`src/rtl/pattern_display.sv`:
```
`default_nettype none
// ============================================================================
// Module   : pattern_display
// Purpose  : Generates a random key sequence and flashes it box by box on the
//            160x120 plotter, then hands the sequence to the input stage.
// Revision : 1.0 - initial release
// ============================================================================
module pattern_display #(
   parameter int         ON_CYCLES    = 25_000_000,
   parameter int         OFF_CYCLES   = 12_500_000,
   parameter logic [7:0] LFSR_SEED    = 8'hA5,
   parameter logic [2:0] FLASH_COLOUR = 3'd5,
   parameter logic [2:0] CLEAR_COLOUR = 3'd7
) (
   input  logic       iClock,
   input  logic       iResetn,
   input  logic       start,
   input  logic [3:0] level,
   input  logic [3:0] seq_rd_addr,
   output logic [1:0] seq_rd_key,
   output logic [7:0] oX,
   output logic [6:0] oY,
   output logic [2:0] oColour,
   output logic       oPlot,
   output logic       busy,
   output logic       done
);

   typedef enum logic [2:0] {
      S_IDLE  = 3'd0,
      S_GEN   = 3'd1,
      S_DRAW  = 3'd2,
      S_HOLD  = 3'd3,
      S_ERASE = 3'd4,
      S_GAP   = 3'd5,
      S_DONE  = 3'd6
   } state_t;

   localparam logic [24:0] ON_LAST  = 25'(ON_CYCLES - 1);
   localparam logic [24:0] OFF_LAST = 25'(OFF_CYCLES - 1);
   localparam logic [4:0]  BOX_LAST = 5'd23;

   state_t      state_q, state_d;
   logic [7:0]  lfsr_q, lfsr_d;
   logic [3:0]  lvl_q, lvl_d;
   logic [3:0]  idx_q, idx_d;
   logic [4:0]  xoff_q, xoff_d;
   logic [4:0]  yoff_q, yoff_d;
   logic [24:0] wait_q, wait_d;
   logic [7:0]  ox_q, ox_d;
   logic [6:0]  oy_q, oy_d;
   logic [2:0]  colour_q, colour_d;
   logic        plot_q, plot_d;
   logic        mem_we;
   logic [1:0]  mem_q [16];
   logic [1:0]  cur_key;
   logic [7:0]  box_x;
   logic [6:0]  box_y;

   assign cur_key = mem_q[idx_q];

   always_comb begin
      box_x = 8'd38;
      box_y = 7'd54;
      case (cur_key)
         2'd0: begin box_x = 8'd38; box_y = 7'd54; end
         2'd1: begin box_x = 8'd68; box_y = 7'd84; end
         2'd2: begin box_x = 8'd68; box_y = 7'd54; end
         2'd3: begin box_x = 8'd98; box_y = 7'd54; end
         default: ;
      endcase
   end

   always_comb begin
      state_d  = state_q;
      lfsr_d   = {lfsr_q[6:0], lfsr_q[7] ^ lfsr_q[5] ^ lfsr_q[4] ^ lfsr_q[3]};
      lvl_d    = lvl_q;
      idx_d    = idx_q;
      xoff_d   = xoff_q;
      yoff_d   = yoff_q;
      wait_d   = wait_q;
      ox_d     = ox_q;
      oy_d     = oy_q;
      colour_d = colour_q;
      plot_d   = 1'b0;
      mem_we   = 1'b0;

      case (state_q)
         S_IDLE: begin
            if (start) begin
               lvl_d   = level;
               idx_d   = 4'd0;
               state_d = (level == 4'd0) ? S_DONE : S_GEN;
            end
         end
         S_GEN: begin
            mem_we = 1'b1;
            if (idx_q == lvl_q - 4'd1) begin
               idx_d   = 4'd0;
               xoff_d  = 5'd0;
               yoff_d  = 5'd0;
               state_d = S_DRAW;
            end else begin
               idx_d = idx_q + 4'd1;
            end
         end
         S_DRAW, S_ERASE: begin
            // Outputs are registered, so each strobe lands one cycle after its pixel is chosen.
            plot_d   = 1'b1;
            ox_d     = box_x + {3'b000, xoff_q};
            oy_d     = box_y + {2'b00, yoff_q};
            colour_d = (state_q == S_DRAW) ? FLASH_COLOUR : CLEAR_COLOUR;
            if (xoff_q == BOX_LAST) begin
               xoff_d = 5'd0;
               if (yoff_q == BOX_LAST) begin
                  yoff_d  = 5'd0;
                  wait_d  = 25'd0;
                  state_d = (state_q == S_DRAW) ? S_HOLD : S_GAP;
               end else begin
                  yoff_d = yoff_q + 5'd1;
               end
            end else begin
               xoff_d = xoff_q + 5'd1;
            end
         end
         S_HOLD: begin
            if (wait_q == ON_LAST) begin
               wait_d  = 25'd0;
               state_d = S_ERASE;
            end else begin
               wait_d = wait_q + 25'd1;
            end
         end
         S_GAP: begin
            if (wait_q == OFF_LAST) begin
               wait_d = 25'd0;
               if (idx_q == lvl_q - 4'd1) begin
                  state_d = S_DONE;
               end else begin
                  idx_d   = idx_q + 4'd1;
                  state_d = S_DRAW;
               end
            end else begin
               wait_d = wait_q + 25'd1;
            end
         end
         S_DONE: begin
            state_d = S_IDLE;
         end
         default: begin
            state_d = S_IDLE;
         end
      endcase
   end

   always_ff @(posedge iClock) begin
      if (!iResetn) begin
         state_q  <= S_IDLE;
         lfsr_q   <= LFSR_SEED;
         lvl_q    <= 4'd0;
         idx_q    <= 4'd0;
         xoff_q   <= 5'd0;
         yoff_q   <= 5'd0;
         wait_q   <= 25'd0;
         ox_q     <= 8'd0;
         oy_q     <= 7'd0;
         colour_q <= 3'd0;
         plot_q   <= 1'b0;
      end else begin
         state_q  <= state_d;
         lfsr_q   <= lfsr_d;
         lvl_q    <= lvl_d;
         idx_q    <= idx_d;
         xoff_q   <= xoff_d;
         yoff_q   <= yoff_d;
         wait_q   <= wait_d;
         ox_q     <= ox_d;
         oy_q     <= oy_d;
         colour_q <= colour_d;
         plot_q   <= plot_d;
      end
   end

   // Sequence storage survives reset on purpose.
   always_ff @(posedge iClock) begin
      if (mem_we) begin
         mem_q[idx_q] <= lfsr_q[1:0];
      end
   end

   assign seq_rd_key = mem_q[seq_rd_addr];
   assign oX         = ox_q;
   assign oY         = oy_q;
   assign oColour    = colour_q;
   assign oPlot      = plot_q;
   assign busy       = (state_q != S_IDLE);
   assign done       = (state_q == S_DONE);

endmodule
`default_nettype wire

```
`config.mk`:
```
export PLATFORM = sky130hd
export DESIGN_NAME = pattern_display
export DESIGN_NICKNAME = d
export VERILOG_FILES = /design/src/rtl/pattern_display.sv
export SDC_FILE = /design/constraint.sdc
export NUM_CORES = 1
export LEC_CHECK = 0
export CORE_ASPECT_RATIO = 1.75
export CORE_MARGIN = 2
export CORE_UTILIZATION = 35
export CTS_CLUSTER_DIAMETER = 80
export DETAILED_ROUTE_END_ITERATION = 12
export HOLD_SLACK_MARGIN = 0.02
export PLACE_DENSITY = 0.58
export SLEW_MARGIN = 10
export SYNTH_ARGS = -nofsm -noshare
export SYNTH_HDL_FRONTEND = slang
export SYNTH_SLANG_ARGS = --single-unit
```
`constraint.sdc`:
```
create_clock -name iClock -period 3.2 [get_ports iClock]
set_input_delay 0.64 -clock iClock [delete_from_list [all_inputs] [get_ports iClock]]
set_output_delay 0.64 -clock iClock [all_outputs]
set_load 0.02 [all_outputs]
```
# Word level (Yosys, flattened, before mapping)
# Memory sizes are Yosys's and may differ from the RTL's. A register that Yosys moved wholly into a read port is not among the register bits.
# Cells that the tools add are included.
# W data, S select, Z words.
classes:
  add_sub_neg: 7
  n_eq_ne: 21
  mux: 35
  bitwise_logic: 3
  reduce_logical: 16
op_table:
  columns: ["operator", "n"]
  rows:
  - ["$mux W25", 4]
  - ["$pmux W25 S3", 1]
  - ["$mux W3", 9]
  - ["$add A25 B1 Y25 const B", 1]
  - ["$eq A25 B24 Y1 const B", 1]
  - ["$eq A25 B25 Y1 const B", 1]
  - ["$mux W4", 6]
  - ["$pmux W8 S3", 1]
  - ["$mux W5", 4]
  - ["$pmux W5 S2", 2]
  - ["$pmux W3 S5", 1]
  - ["$ne A2 B2 Y1 const B", 7]
  - ["$pmux W7 S2", 1]
  - ["$pmux W4 S3", 1]
  - ["$add A5 B1 Y5 const B", 2]
  - ["$eq A5 B5 Y1 const B", 2]
  - ["$eq A3 B3 Y1 const B", 3]
  - ["$reduce_bool A3 Y1", 3]
  - ["$add A8 B5 Y8", 1]
  - ["$add A7 B5 Y7", 1]
  - ["$eq A3 B2 Y1 const B", 2]
  - ["$reduce_and A3 Y1", 2]
  - ["$reduce_and A6 Y1", 1]
  - ["$add A4 B1 Y4 const B", 1]
  - ["other kinds (16)", 24]
word_totals:
  register_bits: 73
  mem_bits_rw: 32
  input_bits: 11
  out_inout_bits: 23
  elab_cells: 94
  n_memories: 1
mem_list:
  columns: ["name", "words", "word_bits", "rd", "rd_clocked_by_memory_dff", "wr", "line_no", "rtl"]
  rows:
  - ["mem_q", 16, 2, 2, 1, 1, "55", "logic [1:0] mem_q [16];"]

# Longest topological paths before layout
# Gate-level depths: netlist (run 1).
logic_depth:
  word_depth: 7
  depth_mapped: 13
  ltp_nobuf: 12

# Worst setup path after synthesis (run 1)
# Ideal clock, no wire load.
synth_timing:
  path_kind: "flip-flop to flip-flop"
  start: "register with a tool-made name"
  end: "register ox_q[5] (netlist: oX[5])"
  setup_time_ns: 0.070
  arrival_ns: 2.813
  required_ns: 3.130
  setup_slack_ns: 0.317
  stages_incl_launch_ff: 13
  n_path_buf: 1
  period_less_slack_ns: 2.883
  path_cell_list: "dfxtp_1 buf_2 mux4_2 mux4_2 inv_1 ha_1 inv_1 ha_1 fa_1 nand3_1 xnor2_1 nand2_1 a21oi_1"
synth_rtl:
  columns: ["element", "line_no", "rtl"]
  rows:
  - ["end signal, assigned", "165", "ox_q <= 8'd0;"]
  - ["end signal, assigned", "177", "ox_q <= ox_d;"]
  - ["end, declared", "50", "logic [7:0] ox_q, ox_d;"]

# Worst setup path in the final report (run 1)
layout_timing:
  start: "input port seq_rd_addr[0]"
  end: "output port seq_rd_key[0]"
layout_between:
  elab_chain_len: 1
layout_rtl:
  columns: ["element", "line_no", "rtl"]
  rows:
  - ["start, declared", "19", "input logic [3:0] seq_rd_addr,"]
  - ["$mem_v2 Z16 W2", null, null]
  - ["end, declared", "20", "output logic [1:0] seq_rd_key,"]
# No other way between the ends.

==> impl_table.tex, run 1 <==
\begin{tabular}{lr}
\hline
Metric & Value \\
\hline
\multicolumn{2}{l}{\textbf{STA}} \\
Worst-Margin Slew & 0.693 ns \\
Hold violation total from the final report & 0 \\
Setup repair after global routing missed its margin & true \\
Largest clock skew in the final design & 0.00872 ns \\
Final critical-path required period & 3.07 ns \\
Fin crit share & 96.0\% \\
Slew margin rel. & 53.8\% \\
Maximum clock rate & 326 MHz \\
Setup violation total in the final timing report & 0 \\
Final slew viol count & 0 \\
\multicolumn{2}{l}{\textbf{Setup path}} \\
Capturing instance or port of the critical path & seq\_rd\_key[0] \\
FF-to-FF path depth & 12 \\
CP startpoint & seq\_rd\_addr[0] \\
Critical Path Start Type & primary input \\
Max Fanout on Critical Path & 8 \\
R2r endpoint & oX[5] \\
Worst Setup End Kind & output port \\
R2r setup slk & 0.15 ns \\
Crit path DAT & 2.43 ns \\
Data required time of the critical path & 2.56 ns \\
Crit Path Category & in -> out \\
\multicolumn{2}{l}{\textbf{Pwr}} \\
Static leakage & 2.20 nW \\
Combinational share of power & 34.3\% \\
Switching share of power & 35.6\% \\
Overall power & 0.00425 W \\
Net switching power & 0.00151 W \\
Max IR drop VDD & 0.316 mV \\
Proportion of power drawn by the clock network & 25.0\% \\
Internal power & 0.00274 W \\
Sequential fraction of design power & 40.7\% \\
Total power divided by cell area & 648 nW/um\^{}2 \\
\multicolumn{2}{l}{\textbf{Die}} \\
Area of the core & 16,200 um\^{}2 \\
Die area & 17,500 um\^{}2 \\
Die height & 174 um \\
\# rows & 62 \\
Floorplan die width & 101 um \\
Starting density of the core & 35.5\% \\
IO Pins & 34 \\
\multicolumn{2}{l}{\textbf{Clock tree}} \\
CTS Buffer Depth & 2 \\
Total clock buffers created by CTS & 9 \\
Clock edge transition at the registers on the reported setup and hold paths & 0.07 ns \\
Clk Tree Root Cell & sky130\_fd\_sc\_hd\_\_clkbuf\_16 \\
H-tree levels & 3 \\
Clock sink total & 108 \\
CTS tree & built \\
Source-to-sink clock delay at the later pin of the worst-skew pair & 0.34 ns \\
\multicolumn{2}{l}{\textbf{Logic synthesis}} \\
Flip-flop and latch count after synthesis & 108 \\
Commonest cells in the synthesized netlist & sky130\_fd\_sc\_hd\_\_dfxtp\_1 (76), sky130\_fd\_sc\_hd\_\_nand2\_1 (66), sky130\_fd\_sc\_hd\_\_nor2\_1 (39) \\
Main flop type after synthesis & sky130\_fd\_sc\_hd\_\_dfxtp\_1 \\
Dominant cells by area after synthesis & sky130\_fd\_sc\_hd\_\_dfxtp\_1 (26\%), sky130\_fd\_sc\_hd\_\_edfxtp\_1 (17\%), sky130\_fd\_sc\_hd\_\_mux4\_2 (7.8\%), sky130\_fd\_sc\_hd\_\_nand2\_1 (4.3\%), sky130\_fd\_sc\_hd\_\_ha\_1 (3.5\%) \\
Seq/Total Area, Yosys & 43.2\% \\
Count of different cell masters after synthesis & 72 \\
Number of instances in the synthesized netlist & 586 \\
Synthesized netlist net count & 614 \\
Combined area of all synthesized cells & 5750 um\^{}2 \\
Ys async rst share & 0\% \\
Count of yosys warnings during synthesis & 0 \\
Count leader, synth & sky130\_fd\_sc\_hd\_\_dfxtp\_1 \\
Post-synth top area cell & sky130\_fd\_sc\_hd\_\_dfxtp\_1 \\
Mean instance size in the synthesized netlist & 9.81 um\^{}2 \\
Count of flip-flops with a built-in enable after synthesis & 32 \\
Fraction of post-synthesis cell area in the top cell type by area & 26.5\% \\
\multicolumn{2}{l}{\textbf{Placement}} \\
Cell Area, Placed & 6270 um\^{}2 \\
Count of buffers inserted at the top-level ports & 33 \\
Weighted congestion reported at the end of routability-driven placement & 0.876 \\
Placed wire-length estimate & 10,200 um \\
Cell Count Post-Placement & 789 \\
\multicolumn{2}{l}{\textbf{Drt}} \\
Amount of wire on met2 after detailed routing & 7760 um \\
Length of the first detailed-routing pass in iterations & 4 \\
Post-route met1 wirelength & 5250 um \\
Initial DRC Count & 230 \\
Final antenna-violating net count & 0 \\
Count of unresolved DRC violations after routing & 0 \\
Post-DR wirelength/cell & 17.0 um \\
Routed length on met3 & 331 um \\
Ratio of routed vias to standard cells & 5.66 \\
Detailed-route via count & 4,560 \\
Post-detailed-routing wire length & 13,700 um \\
Uppermost layer routed & met4 \\
\multicolumn{2}{l}{\textbf{Outcome}} \\
Result of the run & finished clean \\
\multicolumn{2}{l}{\textbf{Layout}} \\
Filler cells & 1,591 \\
Fraction of layout instances using a drive strength above 1 & 11.2\% \\
Number of antenna diodes & 0 \\
Post-route insts no fill & 806 \\
Number of nets in the layout & 637 \\
Area Overhead vs Synth & 14.1\% \\
Design Area, Final & 6560 um\^{}2 \\
\multicolumn{2}{l}{\textbf{GRT}} \\
Total gr overflow & 0 \\
Global-route wire length before repair & 22,700 um \\
Maximum number of pins on one net before global-route repair & 35 \\
GRT Resource Usage Total & 16.2\% \\
Via count of the first global-routing pass & 4,566 \\
Number of antenna violations at the first check in global routing & 0 \\
\multicolumn{2}{l}{\textbf{Min path}} \\
Hold Crit Class & reg -> reg \\
\multicolumn{2}{l}{\textbf{Run}} \\
Max-cap viol count & 0 \\
\hline
\end{tabular}
==> layout make-up <==
class / count / area [um^2] / share of cell area (%)
Timing Repair Buffer: 44 / 428 / 6.53
Inverter: 26 / 97.6 / 1.49
Clock inverter: 6 / 47.5 / 0.725
Multi-Input combinational cell: 420 / 3020 / 46.1
Tap cell: 192 / 240 / 3.66
Sequential cell: 108 / 2480 / 37.9
Clock buffer: 10 / 239 / 3.64
==> worst min-delay path by stage <==
stage,startpoint,end,slack [ns],depth (start not counted)
finish,lfsr_q[6],lfsr_q[7],0.42,1
global route,lfsr_q[6],lfsr_q[7],0.44,1
CTS,lfsr_q[6],lfsr_q[7],0.42,1
detailed placement,lfsr_q[6],lfsr_q[7],0.39,1
global placement,lfsr_q[6],lfsr_q[7],0.39,1
floorplan,lfsr_q[6],lfsr_q[7],0.39,1
==> sequential cells by signal, summed over array words and instances (netlist names), 3 cells and up, named ones only <==
| signal | flops |
|---|---|
| lfsr_q | 8 |
| mem_q | 32 |
| oX | 8 |
| idx_q | 4 |
| state_q | 3 |
| yoff_q | 5 |
| lvl_q | 4 |
| wait_q | 25 |
| oY | 7 |
| xoff_q | 5 |
==> critical path, cell delays in order <==
cell,delay (ns)
sky130_fd_sc_hd__clkdlybuf4s50_1,0.50
sky130_fd_sc_hd__buf_12,0.15
sky130_fd_sc_hd__mux4_2,0.50
sky130_fd_sc_hd__mux4_2,0.46
sky130_fd_sc_hd__buf_2,0.17
==> metal layers <==
metal	up-vias	GRT usage, %
met3	24	2.42
met2	81	30.9
met4	0	6.45
li1	2215	-
met1	2240	17.2
met5	-	0
==> cell usage in the layout, fill, tap and decap left out, drive strengths merged, types with 4 or more instances in the layout <==
cell            n
dfxtp          76
nand2          68
nor2           39
edfxtp         32
clkdlybuf4s50  31
a21oi          31
and2           28
inv            27
mux4           20
nor3           20
nand3          19
o211ai         18
o21ai          18
ha             16
buf            13
o2111ai        11
nor4           10
o221ai         10
clkbuf         10
xnor2           9
xor2            8
and3            7
nand2b          6
or3             6
a211oi          5
a22oi           5
nand4           5
or4             5
and4            4
nor4bb          4
or2             4
==> cells by family after synthesis <==
family	count (synthesis)	synth area share, %
adders and majority gates	17	3.83
buffers and inverters	58	4.33
and+or+nand+nor	239	21.9
DFF	108	43.2
muxes	24	8.55
xor gates and xnor gates	18	3.11
AOI/OAI and AO/OA	122	15.1
==> power groups by stage <==
stage                     combinational, W  sequential, W  clock (W)
after floorplan                   0.000930        0.00178          0
final                              0.00146        0.00173    0.00106
after detailed placement           0.00145        0.00176          0
after global placement             0.00142        0.00176          0
after CTS                          0.00146        0.00173    0.00109
after global routing               0.00161        0.00176    0.00115
==> stage by stage <==
step / setup WS [ns] / setup TNS, ns / hold slack [ns] / utilization (%)
floorplan: 0.317 / 0 / 0.386 / -
global placement: -0.246 / -0.490 / 0.393 / 38.7
detailed placement: -0.265 / -0.524 / 0.392 / 38.7
CTS: 0.0187 / 0 / 0.424 / 40.4
global route: -0.00935 / -0.00935 / 0.444 / 40.4
finish: 0.129 / 0 / 0.420 / 40.4
==> timing repair <==
item | in CTS | in global routing
resized for setup | 6 | 4
endpoints found under the setup margin | 2 | 4
hold buffers | 0 | 0
setup buffers | 0 | 1
hold endpoints to repair | 0 | 0
No activity file was read; power rests on OpenSTA's default activity.
==> run 2: changes to the inputs <==
Settings changed: CTS_CLUSTER_SIZE set to 16.
==> results of run 2 <==
The final DEF is identical to that of run 1; final timing and power are the same.
==> run 3: changes to the inputs <==
Settings changed: ABC_AREA set to 1, GPL_TIMING_DRIVEN set to 1, RECOVER_POWER set to 50.
==> run 3 against run 2 <==
The flow now finishes with violations (capacitance limit, slew limit). Sequential power up 4%. Maximum frequency grew 2.9%. Critical path depth up 2. Sequential cell count unchanged. Total power increased by 13%. Die area rose by 1.1%. Synthesized cell count up 36%. Final cell count grew 31%. Non-clock buffer count is 4 lower. Sequential share of layout area down 0.73 points. Critical path type unchanged. Critical endpoint is now seq_rd_key[1]. Largest cell class unchanged. Largest power group is now combinational cells.
==> impl_table.tex, run 3 <==
\begin{tabular}{lr}
\hline
Metric & Value \\
\hline
\multicolumn{2}{l}{\textbf{Clock tree}} \\
Total clock buffers created by CTS & 9 (unchanged) \\
H-tree levels & 3 (unchanged) \\
CTS tree & built \\
Clock edge transition at the registers on the reported setup and hold paths & 0.07 ns (about the same) \\
Source-to-sink clock delay at the later pin of the worst-skew pair & 0.35 ns (about the same) \\
Post\_cts resized & 0 (-6) \\
Hold-fix buffers, CTS & 0 (unchanged) \\
Clk Tree Root Cell & sky130\_fd\_sc\_hd\_\_clkbuf\_16 \\
Setup Buffers After CTS & 0 (unchanged) \\
Clock sink total & 108 (unchanged) \\
CTS Buffer Depth & 2 (unchanged) \\
\multicolumn{2}{l}{\textbf{Logic synthesis}} \\
Seq/Total Area, Yosys & 42.7\% (-0.47 points) \\
Synthesized netlist net count & 825 (+34\%) \\
Combined area of all synthesized cells & 5810 um\^{}2 (+1.1\%) \\
Ys async rst share & 0\% (unchanged) \\
Mean instance size in the synthesized netlist & 7.29 um\^{}2 (-26\%) \\
Main flop type after synthesis & sky130\_fd\_sc\_hd\_\_dfxtp\_1 \\
Post-synth top area cell & sky130\_fd\_sc\_hd\_\_dfxtp\_1 \\
Count of yosys warnings during synthesis & 0 (unchanged) \\
Dominant cells by area after synthesis & sky130\_fd\_sc\_hd\_\_dfxtp\_1 (26\%), sky130\_fd\_sc\_hd\_\_edfxtp\_1 (17\%), sky130\_fd\_sc\_hd\_\_nand2\_1 (11\%), sky130\_fd\_sc\_hd\_\_nor2\_1 (6.7\%), sky130\_fd\_sc\_hd\_\_inv\_1 (6.5\%) \\
Number of instances in the synthesized netlist & 797 (+36\%) \\
Fraction of post-synthesis cell area in the top cell type by area & 26.2\% (-0.29 points) \\
Count leader, synth & sky130\_fd\_sc\_hd\_\_nand2\_1 \\
Flip-flop and latch count after synthesis & 108 (unchanged) \\
Commonest cells in the synthesized netlist & sky130\_fd\_sc\_hd\_\_nand2\_1 (175), sky130\_fd\_sc\_hd\_\_nor2\_1 (103), sky130\_fd\_sc\_hd\_\_inv\_1 (100) \\
Count of different cell masters after synthesis & 38 (-47\%) \\
Count of flip-flops with a built-in enable after synthesis & 32 (unchanged) \\
\multicolumn{2}{l}{\textbf{Setup path}} \\
Crit path DAT & 2.35 ns (-0.08 ns) \\
Critical Path Start Type & primary input \\
Max Fanout on Critical Path & 32 (+24) \\
Data required time of the critical path & 2.56 ns (about the same) \\
Crit Path Category & in -> out \\
Worst Setup End Kind & output port \\
\multicolumn{2}{l}{\textbf{Layout}} \\
Number of nets in the layout & 851 (+34\%) \\
Register with the most flip-flops & mem\_q \\
Area Overhead vs Synth & 15.0\% \\
Most frequent cells in the layout & sky130\_fd\_sc\_hd\_\_nand2\_1 (176), sky130\_fd\_sc\_hd\_\_nor2\_1 (104), sky130\_fd\_sc\_hd\_\_inv\_1 (101) \\
Fraction of layout instances using a drive strength above 1 & 5.19\% (-6.0 points) \\
Number of antenna diodes & 0 (unchanged) \\
Leading cell type in the layout, fill and taps excluded & sky130\_fd\_sc\_hd\_\_nand2\_1 \\
Registers with the highest flip-flop counts & mem\_q: 32 flops, wait\_q: 25 flops \\
Design Area, Final & 6690 um\^{}2 (+2.0\%) \\
Filler cells & 1,753 (+10\%) \\
Max reg flops & 32 (unchanged) \\
\multicolumn{2}{l}{\textbf{Run}} \\
Max-cap viol count & 1 (+1) \\
\multicolumn{2}{l}{\textbf{GRT}} \\
GRT Resource Usage Total & 17.7\% (+1.5 points) \\
Total gr overflow & 0 (unchanged) \\
Number of antenna violations at the first check in global routing & 0 (unchanged) \\
Global-route wire length before repair & 24,600 um (+8.5\%) \\
Maximum number of pins on one net before global-route repair & 44 (+26\%) \\
Via count of the first global-routing pass & 5,163 (+13\%) \\
\multicolumn{2}{l}{\textbf{Min path}} \\
Hold Crit Class & reg -> reg \\
\multicolumn{2}{l}{\textbf{Placement}} \\
Weighted congestion reported at the end of routability-driven placement & 0.904 (+3.3\%) \\
Worst Setup Slack post-DPL & 0.222 ns (+0.487 ns) \\
Count of buffers inserted at the top-level ports & 33 (unchanged) \\
Cell Area, Placed & 6380 um\^{}2 (+1.8\%) \\
Placed wire-length estimate & 11,300 um (+11\%) \\
\multicolumn{2}{l}{\textbf{STA}} \\
Maximum clock rate & 335 MHz (+2.9\%) \\
Setup violation total in the final timing report & 0 (unchanged) \\
Accumulated negative setup slack & 0 ns (unchanged) \\
Slack of the critical path & 0.214 ns (+0.0855 ns) \\
Final critical-path required period & 2.99 ns (-0.0855 ns) \\
Slew margin rel. & -33.5\% (-87 points) \\
Setup repair after global routing missed its margin & false \\
Hold violation total from the final report & 0 (unchanged) \\
Worst-Margin Slew & 2.00 ns (+1.31 ns) \\
Fin crit share & 93.3\% (-2.7 points) \\
Largest clock skew in the final design & 0.0119 ns (+0.00318 ns) \\
Final slew viol count & 44 (+44) \\
\multicolumn{2}{l}{\textbf{Drt}} \\
Post-DR wirelength/cell & 14.0 um (-18\%) \\
Post-detailed-routing wire length & 14,700 um (+7.4\%) \\
Ratio of routed vias to standard cells & 4.86 (-14\%) \\
Initial DRC Count & 177 (-23\%) \\
Final antenna-violating net count & 0 (unchanged) \\
Count of unresolved DRC violations after routing & 0 (unchanged) \\
Length of the first detailed-routing pass in iterations & 4 (unchanged) \\
Detailed-route via count & 5,115 (+12\%) \\
\multicolumn{2}{l}{\textbf{Die}} \\
Die area & 17,700 um\^{}2 (+1.1\%) \\
Area of the core & 16,400 um\^{}2 (+0.96\%) \\
Die height & 174 um (+0.54\%) \\
Starting density of the core & 35.5\% (+0.054 points) \\
IO Pins & 34 (unchanged) \\
Floorplan die width & 101 um (+0.53\%) \\
\# rows & 62 (unchanged) \\
\multicolumn{2}{l}{\textbf{Pwr}} \\
Max IR drop VDD & 0.292 mV (-7.6\%) \\
Total power divided by cell area & 720 nW/um\^{}2 (+11\%) \\
Static leakage & 2.75 nW (+25\%) \\
\multicolumn{2}{l}{\textbf{Outcome}} \\
Result of the run & finished, violations left \\
Failing checks & capacitance limit, slew limit \\
\hline
\end{tabular}
-- run 3: path summary, 6_finish.rpt --
path	slack, ns	startpoint	cells after the start	to
worst max-delay path	0.21	seq_rd_addr[0]	7	seq_rd_key[1]
worst min-delay path	0.43	lfsr_q[6]	1	lfsr_q[7]
worst max register to register	0.37	register	12	oX[5]
worst min register to register	0.43	lfsr_q[6]	1	lfsr_q[7]
-- run 3: cell type report --
cell class / instances / area [um^2] / area share, %
Clock buffer: 10 / 229 / 3.42
Clock inverter: 6 / 87.6 / 1.31
Inverter: 104 / 390 / 5.84
Multi-Input combinational cell: 560 / 2830 / 42.3
Sequential cell: 108 / 2480 / 37.1
Tap cell: 224 / 280 / 4.19
Timing Repair Buffer: 40 / 392 / 5.86
-- run 3: kinds of logic (layout without fill, tap and decap cells) --
kind of cell               Yosys count  in the layout  synth area share, %
AOI/OAI and AO/OA                  140            140                 13.4
buffers and inverters              129            160                 8.61
xor gates and xnor gates            18             18                 2.71
and+or+nand+nor                    385            385                 28.8
DFF                                108            108                 42.7
adders and majority gates           17             17                 3.79
-- run 3: critical path: stages --
cell,delay (ns)
sky130_fd_sc_hd__clkdlybuf4s50_1,0.51
sky130_fd_sc_hd__buf_12,0.18
sky130_fd_sc_hd__o21ai_0,0.08
sky130_fd_sc_hd__a21oi_1,0.13
sky130_fd_sc_hd__o221ai_1,0.14
sky130_fd_sc_hd__nand2_1,0.07
sky130_fd_sc_hd__clkdlybuf4s50_1,0.59
-- run 3: routing by layer --
metal  vias up  global-route usage [%]  routed length, um
met4         0                    8.84                540
li1       2660                       -                  -
met3        27                    2.53                273
met5         -                       0                  0
met1      2351                    17.4               5370
met2        77                    34.4               8510
-- run 3: per-stage QoR --
step	hold WS [ns]	utilization, %	cells	total power (W)
final	0.426	40.8	1052	0.00481
after global routing	0.440	40.8	1052	0.00522
after CTS	0.424	40.9	1052	0.00492
after detailed placement	0.400	39.0	1036	0.00372
after global placement	0.394	39.0	1036	0.00370
after floorplan	0.390	-	797	0.00311
-- run 3: where the power goes --
part | switching (W) | total, W | internal (W)
combinational | 0.00118 | 0.00182 | 0.000639
sequential | 0.000180 | 0.00180 | 0.00162
clock | 0.000501 | 0.00119 | 0.000688
